<file path="src/rtl/alu_opa_fwd_stage.sv">
// ALU operand-A select with rs1 forwarding, registered into ID/EX; 1-cycle latency, holds exactly while ex_ready=0.
// Optional forwarding-hit counter (fwd_hits) is built when ALU_OPA_FWD_STATS_EN is defined.
module alu_opa_fwd_stage #(
  parameter int XLEN    = 32,
  parameter int NUM_FWD = 2,
  parameter int RADDR_W = 5
) (
`ifdef ALU_OPA_FWD_STATS_EN
  output logic [31:0]                fwd_hits,
`endif
  input  logic                       clk,
  input  logic                       rst,
  input  logic                       id_valid,
  output logic                       id_ready,
  input  logic [1:0]                 src_sel,
  input  logic [RADDR_W-1:0]         rs1_addr,
  input  logic [XLEN-1:0]            rs1_data,
  input  logic [XLEN-1:0]            pc_current,
  input  logic [NUM_FWD-1:0]         fwd_valid,
  input  logic [NUM_FWD*RADDR_W-1:0] fwd_rd,
  input  logic [NUM_FWD*XLEN-1:0]    fwd_data,
  input  logic                       flush,
  output logic                       ex_valid,
  input  logic                       ex_ready,
  output logic [XLEN-1:0]            alu_a,
  output logic                       alu_a_fwd
);

  logic            ex_valid_q;
  logic [XLEN-1:0] alu_a_q, alu_a_d;
  logic            alu_a_fwd_q, alu_a_fwd_d;
  logic            fwd_hit;
  logic [XLEN-1:0] rs1_res;
  logic            load;

  assign id_ready = !ex_valid_q || ex_ready;
  assign load     = id_valid && id_ready && !flush;

  // Walk from the oldest source down so the youngest hit overwrites and wins.
  always_comb begin
    fwd_hit = 1'b0;
    rs1_res = rs1_data;
    for (int i = NUM_FWD - 1; i >= 0; i--) begin
      if (fwd_valid[i] && (fwd_rd[i*RADDR_W +: RADDR_W] == rs1_addr) && (rs1_addr != '0)) begin
        fwd_hit = 1'b1;
        rs1_res = fwd_data[i*XLEN +: XLEN];
      end
    end
  end

  always_comb begin
    alu_a_d     = '0;
    alu_a_fwd_d = 1'b0;
    case (src_sel)
      2'd0: begin
        alu_a_d     = rs1_res;
        alu_a_fwd_d = fwd_hit;
      end
      2'd1:    alu_a_d = pc_current;
      default: alu_a_d = '0;
    endcase
  end

  always_ff @(posedge clk or posedge rst) begin
    if (rst) begin
      ex_valid_q  <= 1'b0;
      alu_a_q     <= '0;
      alu_a_fwd_q <= 1'b0;
    end else if (flush) begin
      ex_valid_q  <= 1'b0;
    end else if (load) begin
      ex_valid_q  <= 1'b1;
      alu_a_q     <= alu_a_d;
      alu_a_fwd_q <= alu_a_fwd_d;
    end else if (ex_ready) begin
      ex_valid_q  <= 1'b0;
    end
  end

  assign ex_valid  = ex_valid_q;
  assign alu_a     = alu_a_q;
  assign alu_a_fwd = alu_a_fwd_q;

`ifdef ALU_OPA_FWD_STATS_EN
  logic [31:0] fwd_hits_q;

  always_ff @(posedge clk or posedge rst) begin
    if (rst) begin
      fwd_hits_q <= '0;
    end else if (load && alu_a_fwd_d && (fwd_hits_q != 32'hFFFF_FFFF)) begin
      fwd_hits_q <= fwd_hits_q + 32'd1;
    end
  end

  assign fwd_hits = fwd_hits_q;
`endif

endmodule

</file>
<file path="config.mk">
export PLATFORM = sky130hd
export DESIGN_NAME = alu_opa_fwd_stage
export DESIGN_NICKNAME = d
export VERILOG_FILES = /design/src/rtl/alu_opa_fwd_stage.sv
export SDC_FILE = /design/constraint.sdc
export NUM_CORES = 1
export LEC_CHECK = 0
export BUFFER_PORTS_ARGS = -buffer_cell sky130_fd_sc_hd__clkbuf_2
export CORE_UTILIZATION = 29
export CTS_CLUSTER_DIAMETER = 60
export DETAILED_ROUTE_END_ITERATION = 8
export RECOVER_POWER = 100
export SLEW_MARGIN = 10
export SYNTH_ARGS = -nofsm -noshare
export SYNTH_HDL_FRONTEND = slang
export SYNTH_SLANG_ARGS = --single-unit
</file>
<file path="constraint.sdc">
create_clock -name clk -period 1.84 [get_ports clk]
set_input_delay 0.092 -clock clk [delete_from_list [all_inputs] [get_ports clk]]
set_output_delay 0.092 -clock clk [all_outputs]
set_load 0.01 [all_outputs]
</file>
==> metrics.md, run 1 <==
| Metric | Value |
|---|---|
| Core Area | `8721 um2` |
| Worst-margin pin slew | `~1.0 ns` |
| Total Die Area | `~9300 um2` |
| Synthesis warning total | `0` |
| Top cells by instance count after synthesis | `sky130_fd_sc_hd__nor2_1, sky130_fd_sc_hd__dfrtp_1, sky130_fd_sc_hd__a21oi_1, sky130_fd_sc_hd__and2_1, sky130_fd_sc_hd__o22ai_1` |
| Clock sink count | `34` |
| Post-Synthesis Cells | `a little under 300` |
| # placed instances | `~570` |
| Die X-Extent | `96.69 um` |
| Total placed instance area | `approximately 3700 um2` |
| Count of distinct cell types in the synthesized netlist | `27` |
| Gp weighted congestion | `~0.75` |
| Time the final worst path needs with I/O delays and setup | `1.665 ns` |
| Maximum achievable frequency | `0.6005 GHz` |
| Antenna violations before repair | `0` |
| Worst-case setup slack after placement | `-0.002200 ns` |
| Hold_sp | `id_valid` |
| Syn_area_per_cell | `8.935 um2` |
| Detailed-route DRC error count | `0` |
| Clock tree from TritonCTS | `done` |
| Post-route cell area | `roughly 3800 um2` |
| Maximum number of pins on one net before global-route repair | `48` |
| Top-area cell type share of the netlist area | `0.3272` |
| Drt total wl | `around 9.9 mm` |
| Startpoint of the worst-slack reg-to-reg timing path | `ex_valid$_DFFE_PP0P_` |
| Total via count after detailed routing | `~3100` |
| Worst-case vdd ir drop | `between 200 and 300 uV` |
| Total inserted antenna cells | `0` |
| Chip Height | `about 97 um` |
| Run status | `complete, no violations` |
| Top-count cell post-synth | `sky130_fd_sc_hd__nor2_1` |
| Final count of negative-setup-slack endpoints | `0` |
| Routed wirelength normalized by instance count | `around 17 um` |
| Hold Path End | `ex_valid$_DFFE_PP0P_` |
| Max Clock Skew | `~0.012 ns` |
| Async set or reset register ratio after synthesis | `1.000` |
| Final max-slew violation count | `0` |
| Net Count, Synth | `about 440` |
| Clock Root Buffer | `sky130_fd_sc_hd__clkbuf_8` |
| Worst Path Required | `just over 2 ns` |
| Standard-cell rows | `34` |
| Count of H-tree levels built during CTS | `2` |
| Clock latency on the worst-skew pair | `between 0.2 and 0.3 ns` |
| Top FF cell, synth | `sky130_fd_sc_hd__dfrtp_1` |
| Critical path endpoint category | `register` |
| Power per unit of standard cell area | `615.4 nW/um2` |
| Startpoint-to-endpoint class of the critical path | `reg -> reg` |
| Via count of the first global-routing pass | `approximately 3200` |
| First-pass GRT wire length | `around 16 mm` |
| Maximum buffer depth of the clock tree | `2` |
| Fin crit share | `0.9051` |
| Cell leakage power | `between 1.5 and 2 nW` |
| Aggregate global routing overflow | `0` |
| Unrepaired setup endpoints after global routing | `false` |
| Area growth syn-to-layout | `44.71%` |
| Remaining number of nets flagged by the antenna check after routing | `0` |
| Worst hold path type | `in -> reg` |
| Iteration count of the initial detailed-routing pass | `4` |
| Quantity of I/O buffers inserted on ports | `approximately 190` |
| Violation count after the first detailed-routing iteration | `about 110` |
| Worst reg-to-reg setup slack | `roughly 0.17 ns` |
| Leading cell types by total area after synthesis | `sky130_fd_sc_hd__dfrtp_1, sky130_fd_sc_hd__a221oi_2, sky130_fd_sc_hd__and2_1` |
| Sum of negative setup slack | `0 ns` |
| Final setup slack of the worst path | `0.1747 ns` |
| Worst hold path cell count | `3` |
| Sequential area share after synthesis | `0.3272` |
| CP arrival | `~1.9 ns` |
| Share of layout cells above drive strength 1 | `0.4440` |
| Endpoint of the most critical register-to-register path | `alu_a[14]$_DFFE_PP0P_` |
| IO Pins | `roughly 190` |
| Clock slew at reported path FFs | `about 0.08 ns` |
| Number of buffers created by CTS | `5` |
| Number of non-filler instances in the completed layout | `around 580` |
| Tightest slew margin relative to the limit | `0.3049` |
| Count of flip-flops with a built-in enable after synthesis | `0` |
| Largest area contributor in the netlist | `sky130_fd_sc_hd__dfrtp_1` |
| Critical Path Start Type | `register` |
| Aggregate global-route resource usage | `0.2068` |
| Vias per inst | `5.398` |
| Max-cap violations | `0` |
| Detailed-placement wirelength estimate | `roughly 7.4 mm` |
| Effective utilization at floorplan | `0.2981` |
| Final Hold Violating Endpoints | `0` |
| Synthesized flop and latch total | `34` |
| Crit-path max FO | `17` |
| Area of the mapped netlist | `around 2600 um2` |
| Final-stage net count | `around 620` |
| Path depth of the worst reg2reg path | `7` |
[flip-flops by register name, summed over array words and instances (netlist names)]
signal,flops
alu_a_fwd,1
ex_valid,1
alu_a,32
[critical path: stages, from the launching register on]
cell                       delay [ns]
sky130_fd_sc_hd__dfrtp_1         0.38
sky130_fd_sc_hd__nor2b_1         0.16
sky130_fd_sc_hd__inv_1           0.07
sky130_fd_sc_hd__nand3b_1        0.20
sky130_fd_sc_hd__nor3_1          0.21
sky130_fd_sc_hd__buf_4           0.26
sky130_fd_sc_hd__o21ai_0         0.12
sky130_fd_sc_hd__o22ai_1         0.17
[logic make-up (layout without fill, tap and decap cells)]
group | count (synthesis) | after routing | share of synthesized area
compound gates | 130 | 130 | 0.4081
buf+inv | 33 | 215 | 0.06208
flops | 34 | 34 | 0.3272
simple gates | 84 | 84 | 0.1689
xor+xnor | 10 | 10 | 0.03368
[per-stage QoR]
| stage | hold WS (ns) | utilization | power [W] |
|---|---|---|---|
| 2_1_floorplan | 0.1584 | - | 0.001369 |
| 3_3_place_gp | 0.1367 | 0.4242 | 0.001766 |
| 3_5_place_dp | 0.1317 | 0.4242 | 0.001780 |
| 5_1_grt | 0.07494 | 0.4314 | 0.002461 |
| 6_report | 0.06907 | 0.4314 | 0.002315 |
| 4_1_cts | 0.06538 | 0.4374 | 0.002380 |
[routing by layer]
metal	track usage	routed length, um	up-vias
li1	-	-	1482
met1	0.2550	4331	1494
met2	0.3640	4741	152
met3	0.04841	721	8
met4	0.04707	77	0
met5	0	0	-
[power by group]
part           switching [W]  internal [W]  leakage, nW  total (W)
clock network       0.000284      0.000301       0.0472   0.000585
registers          0.0000873      0.000870        0.393   0.000957
logic               0.000402      0.000372         1.18   0.000774
[worst max path at each step]
stage	depth (start not counted)	slack, ns	startpoint	to
global placement	7	-0.001	rs1_addr[3]	alu_a[30]$_DFFE_PP0P_
CTS	6	0.15	ex_valid$_DFFE_PP0P_	alu_a[9]$_DFFE_PP0P_
floorplan	7	0.03	ex_valid$_DFFE_PP0P_	alu_a[22]$_DFFE_PP0P_
detailed placement	7	-0.002	rs1_addr[3]	alu_a[30]$_DFFE_PP0P_
global route	7	0.03	ex_valid$_DFFE_PP0P_	alu_a[14]$_DFFE_PP0P_
finish	7	0.17	ex_valid$_DFFE_PP0P_	alu_a[14]$_DFFE_PP0P_
[layout make-up]
cell class | instances | area [um2]
Tap cell | 108 | 135.1
Fill cell | 901 | 4959
Timing Repair Buffer | 205 | 1069
Sequential cell | 34 | 850.8
Multi-Input combinational cell | 224 | 1605
Clock buffer | 6 | 82.58
Clock inverter | 2 | 12.51
Inverter | 2 | 7.507
[cell usage in the layout (no fill, tap or decap)]
cell / n
sky130_fd_sc_hd__a21oi_1: 32
sky130_fd_sc_hd__nor4_1: 1
sky130_fd_sc_hd__nor3_2: 2
sky130_fd_sc_hd__and2_1: 32
sky130_fd_sc_hd__a21o_1: 1
sky130_fd_sc_hd__clkinvlp_4: 1
sky130_fd_sc_hd__o22ai_1: 32
sky130_fd_sc_hd__nor2_1: 35
sky130_fd_sc_hd__clkbuf_8: 6
sky130_fd_sc_hd__clkbuf_2: 151
sky130_fd_sc_hd__a221oi_2: 30
sky130_fd_sc_hd__nand3b_1: 1
sky130_fd_sc_hd__a221oi_1: 2
sky130_fd_sc_hd__dfrtp_1: 34
sky130_fd_sc_hd__dlygate4sd3_1: 2
sky130_fd_sc_hd__clkbuf_1: 37
sky130_fd_sc_hd__nor3_1: 1
sky130_fd_sc_hd__buf_6: 1
sky130_fd_sc_hd__nor2b_1: 1
sky130_fd_sc_hd__nor2b_4: 1
sky130_fd_sc_hd__buf_12: 3
sky130_fd_sc_hd__nor2b_2: 1
sky130_fd_sc_hd__or3_1: 1
sky130_fd_sc_hd__a2111oi_0: 1
sky130_fd_sc_hd__inv_1: 2
sky130_fd_sc_hd__buf_4: 11
sky130_fd_sc_hd__nand2_1: 4
sky130_fd_sc_hd__nand4_1: 1
sky130_fd_sc_hd__xnor2_1: 10
sky130_fd_sc_hd__nor3b_2: 1
sky130_fd_sc_hd__o221ai_1: 15
sky130_fd_sc_hd__nand2b_1: 1
sky130_fd_sc_hd__clkinv_2: 1
sky130_fd_sc_hd__o21ai_0: 17
sky130_fd_sc_hd__or4_4: 1
[what timing repair did]
item | 4_1_cts | 5_1_grt
endpoints found under the hold margin | 35 | 0
gates resized for setup | 0 | 1
hold buffers | 2 | 0
setup endpoints to repair | 0 | 4
setup buffers | 0 | 0
No activity file was read; power rests on OpenSTA's default activity.
==> inputs of run 2 (changes only) <==
--- a/config.mk
+++ b/config.mk
@@ -9,7 +9,7 @@
 export CORE_UTILIZATION = 29
 export CTS_CLUSTER_DIAMETER = 60
 export DETAILED_ROUTE_END_ITERATION = 8
-export RECOVER_POWER = 100
+export RECOVER_POWER = 25
 export SLEW_MARGIN = 10
 export SYNTH_ARGS = -nofsm -noshare
 export SYNTH_HDL_FRONTEND = slang
==> metrics.md, run 2 (same netlist as run 1, synthesis figures left out) <==
| Metric | Value |
|---|---|
| Detailed-placement wirelength estimate | `7.382 mm (unchanged)` |
| Clock slew at reported path FFs | `0.08 ns (about the same)` |
| Max-cap violations | `0 (unchanged)` |
| # placed instances | `571 (unchanged)` |
| Net switching power | `0.0007735 W (was 0.0007727 W)` |
| Critical Path Start Type | `register (unchanged)` |
| Crit-path max FO | `17 (unchanged)` |
| Critical Path Max Stage Delay | `0.38 ns (about the same)` |
| Post-layout util | `0.4370 (was 0.4314)` |
| M2 GR Usage | `0.3640 (unchanged)` |
| Final-stage net count | `624 (unchanged)` |
| Critical path endpoint category | `register (unchanged)` |
| Endpoint of the most critical register-to-register path | `alu_a[5]$_DFFE_PP0P_ (was alu_a[14]$_DFFE_PP0P_)` |
| Worst-margin pin slew | `1.021 ns (was 1.043 ns)` |
| Startpoint of the worst-slack reg-to-reg timing path | `ex_valid$_DFFE_PP0P_ (unchanged)` |
| Maximum achievable frequency | `0.6155 GHz (was 0.6005 GHz)` |
| Maximum number of pins on one net before global-route repair | `48 (unchanged)` |
| Violation count after the first detailed-routing iteration | `98 (was 108)` |
| Routed wirelength normalized by instance count | `16.92 um (was 16.99 um)` |
| Number of buffers created by CTS | `5 (unchanged)` |
| Clock tree from TritonCTS | `done (unchanged)` |
| Worst hold path type | `in -> reg (unchanged)` |
| Aggregate global routing overflow | `0 (unchanged)` |
| Final max-slew violation count | `0 (unchanged)` |
| Buffer count from post-CTS setup fixing | `0 (unchanged)` |
| Run status | `complete, no violations (unchanged)` |
| First-pass GRT wire length | `15.68 mm (unchanged)` |
| Commonest cells after routing, fill and taps aside | `sky130_fd_sc_hd__clkbuf_2, sky130_fd_sc_hd__nor2_1, sky130_fd_sc_hd__dfrtp_1 (was sky130_fd_sc_hd__clkbuf_2, sky130_fd_sc_hd__clkbuf_1, sky130_fd_sc_hd__nor2_1)` |
| M1 GR Usage | `0.2550 (unchanged)` |
| Number of buffers and inverters on the critical path | `2 (unchanged)` |
| Area growth syn-to-layout | `46.58% (was 44.71%)` |
| Clock sink count | `34 (unchanged)` |
| Power per unit of standard cell area | `616.0 nW/um2 (was 615.4 nW/um2)` |
| Combinational group share of total power | `0.343 (was 0.334)` |
| Worst reg-to-reg setup slack | `0.22 ns (was 0.17 ns)` |
| Iteration count of the initial detailed-routing pass | `4 (unchanged)` |
| Total via count after detailed routing | `3127 (was 3136)` |
| Share of layout cells above drive strength 1 | `0.5201 (was 0.4440)` |
| Clock Root Buffer | `sky130_fd_sc_hd__clkbuf_8 (unchanged)` |
| Final count of negative-setup-slack endpoints | `0 (unchanged)` |
| P_int | `0.001574 W (was 0.001543 W)` |
| Hold Path End | `ex_valid$_DFFE_PP0P_ (unchanged)` |
| Via count of the first global-routing pass | `3223 (unchanged)` |
| Core Area | `8721 um2 (unchanged)` |
| Max Clock Skew | `0.01097 ns (was 0.01160 ns)` |
| Overall power of the completed layout | `0.002348 W (was 0.002315 W)` |
| Count of H-tree levels built during CTS | `2 (unchanged)` |
| Drt total wl | `9.833 mm (was 9.871 mm)` |
| Worst-case vdd ir drop | `268.2 uV (was 263.3 uV)` |
| Chip Height | `96.69 um (unchanged)` |
| Met3 usage | `0.04841 (unchanged)` |
| Detailed-route DRC error count | `0 (unchanged)` |
| Kind of cell adding the most delay to the critical path | `simple AND/OR/NAND/NOR gates (unchanged)` |
| Total Die Area | `9348 um2 (unchanged)` |
| Worst Path Required | `2.03 ns (was 2.04 ns)` |
| Leading cell type in the layout, fill and taps excluded | `sky130_fd_sc_hd__clkbuf_2 (unchanged)` |
| Path depth of the worst reg2reg path | `7 (unchanged)` |
| Aggregate global-route resource usage | `0.2068 (unchanged)` |
| Die X-Extent | `96.69 um (unchanged)` |
| Antenna violations before repair | `0 (unchanged)` |
| Time the final worst path needs with I/O delays and setup | `1.625 ns (was 1.665 ns)` |
| Quantity of I/O buffers inserted on ports | `186 (unchanged)` |
| Final setup slack of the worst path | `0.2153 ns (was 0.1747 ns)` |
| Sw Ratio | `0.3295 (was 0.3337)` |
| Hold_sp | `id_valid (unchanged)` |
| Worst hold path cell count | `3 (unchanged)` |
| Number of flip-flops under the largest register name | `32 (unchanged)` |
| Total inserted antenna cells | `0 (unchanged)` |
| Gp weighted congestion | `0.7533 (unchanged)` |
| Standard-cell rows | `34 (unchanged)` |
| Cell leakage power | `1.724 nW (was 1.619 nW)` |
| Maximum buffer depth of the clock tree | `2 (unchanged)` |
| Worst-case setup slack after placement | `-0.002200 ns (unchanged)` |
| Clock latency on the worst-skew pair | `0.28 ns (about the same)` |
| Slowest cell on the critical path | `sky130_fd_sc_hd__dfrtp_1 (unchanged)` |
| Unrepaired setup endpoints after global routing | `false (unchanged)` |
| Fin crit share | `0.8830 (was 0.9051)` |
| Vias per inst | `5.382 (was 5.398)` |
| Effective utilization at floorplan | `0.2981 (unchanged)` |
| Portion of total power attributed to the clock network | `0.250 (was 0.253)` |
| Ordered cell list for the critical path | `nor2b_1 -> inv_1 -> nand3b_1 -> nor3_2 -> buf_4 -> o21ai_0 -> o22ai_1 (was nor2b_1 -> inv_1 -> nand3b_1 -> nor3_1 -> buf_4 -> o21ai_0 -> o22ai_1)` |
| Tightest slew margin relative to the limit | `0.3193 (was 0.3049)` |
| Number of non-filler instances in the completed layout | `581 (unchanged)` |
| Final Hold Violating Endpoints | `0 (unchanged)` |
| Sum of negative setup slack | `0 ns (unchanged)` |
| IO Pins | `187 (unchanged)` |
| Count of filler cells inserted in the layout | `881 (was 901)` |
| CP arrival | `1.82 ns (was 1.86 ns)` |
| Remaining number of nets flagged by the antenna check after routing | `0 (unchanged)` |
| Most used routing layer in global routing | `met2 (unchanged)` |
| Relative contribution of sequential cells to total power | `0.408 (was 0.413)` |
| Startpoint-to-endpoint class of the critical path | `reg -> reg (unchanged)` |
run 2: cell count changes in the layout (fill, tap and decap cells not counted):
cell and delta:
sky130_fd_sc_hd__clkbuf_1 -35, sky130_fd_sc_hd__nor3_2 +1, sky130_fd_sc_hd__clkbuf_2 +35, sky130_fd_sc_hd__nor3_1 -1
run 2: routing by layer:
layer | routed length, um | part of all wire
met1 | 4235 | 0.43
met2 | 4803 | 0.49
met3 | 720 | 0.073
met4 | 73 | 0.0074
met5 | 0 | 0
run 2: worst reg2reg max path, stage by stage, from the launching register on:
cell,delay (ns)
sky130_fd_sc_hd__dfrtp_1,0.38
sky130_fd_sc_hd__nor2b_1,0.16
sky130_fd_sc_hd__inv_1,0.08
sky130_fd_sc_hd__nand3b_1,0.21
sky130_fd_sc_hd__nor3_2,0.17
sky130_fd_sc_hd__buf_4,0.25
sky130_fd_sc_hd__o21ai_0,0.11
sky130_fd_sc_hd__o22ai_1,0.18
run 2: layout make-up:
type / count / area (um2) / area share
multi-input cells: 224 / 1610 / 0.4225
repair buffers: 205 / 1112 / 0.2919
flip-flops and latches: 34 / 850.8 / 0.2232
well taps: 108 / 135.1 / 0.03546
clock buffers: 6 / 82.58 / 0.02167
clock inverters: 2 / 12.51 / 0.003283
inverters: 2 / 7.507 / 0.001970
run 2: power by group through the flow:
stage | registers (W) | logic [W] | clock network (W)
after floorplan | 0.00102 | 0.000354 | 0
after global routing | 0.000974 | 0.000883 | 0.000635
after detailed placement | 0.000970 | 0.000810 | 0
after global placement | 0.000969 | 0.000797 | 0
after CTS | 0.000958 | 0.000814 | 0.000608
final | 0.000957 | 0.000805 | 0.000586
run 2: worst max-delay path by stage:
stage / startpoint / end / slack (ns) / cells after the start
2_1_floorplan: ex_valid$_DFFE_PP0P_ / alu_a[22]$_DFFE_PP0P_ / 0.03 / 7
3_3_place_gp: rs1_addr[3] / alu_a[30]$_DFFE_PP0P_ / -0.001 / 7
3_5_place_dp: rs1_addr[3] / alu_a[30]$_DFFE_PP0P_ / -0.002 / 7
4_1_cts: ex_valid$_DFFE_PP0P_ / alu_a[9]$_DFFE_PP0P_ / 0.15 / 6
5_1_grt: ex_valid$_DFFE_PP0P_ / alu_a[14]$_DFFE_PP0P_ / 0.06 / 7
6_report: ex_valid$_DFFE_PP0P_ / alu_a[5]$_DFFE_PP0P_ / 0.22 / 7
run 2: what timing repair did:
item / 4_1_cts / 5_1_grt
gates resized for setup: 0 / 1
endpoints found under the hold margin: 35 / 0
setup endpoints to repair: 0 / 4
hold buffers: 2 / 0
run 2: stage by stage:
stage                     hold WS, ns  instance area, um2
final                         0.07289                3811
after global routing          0.07494                3811
after CTS                     0.06538                3815
after detailed placement       0.1317                3700
after global placement         0.1367                3700
after floorplan                0.1584                2600
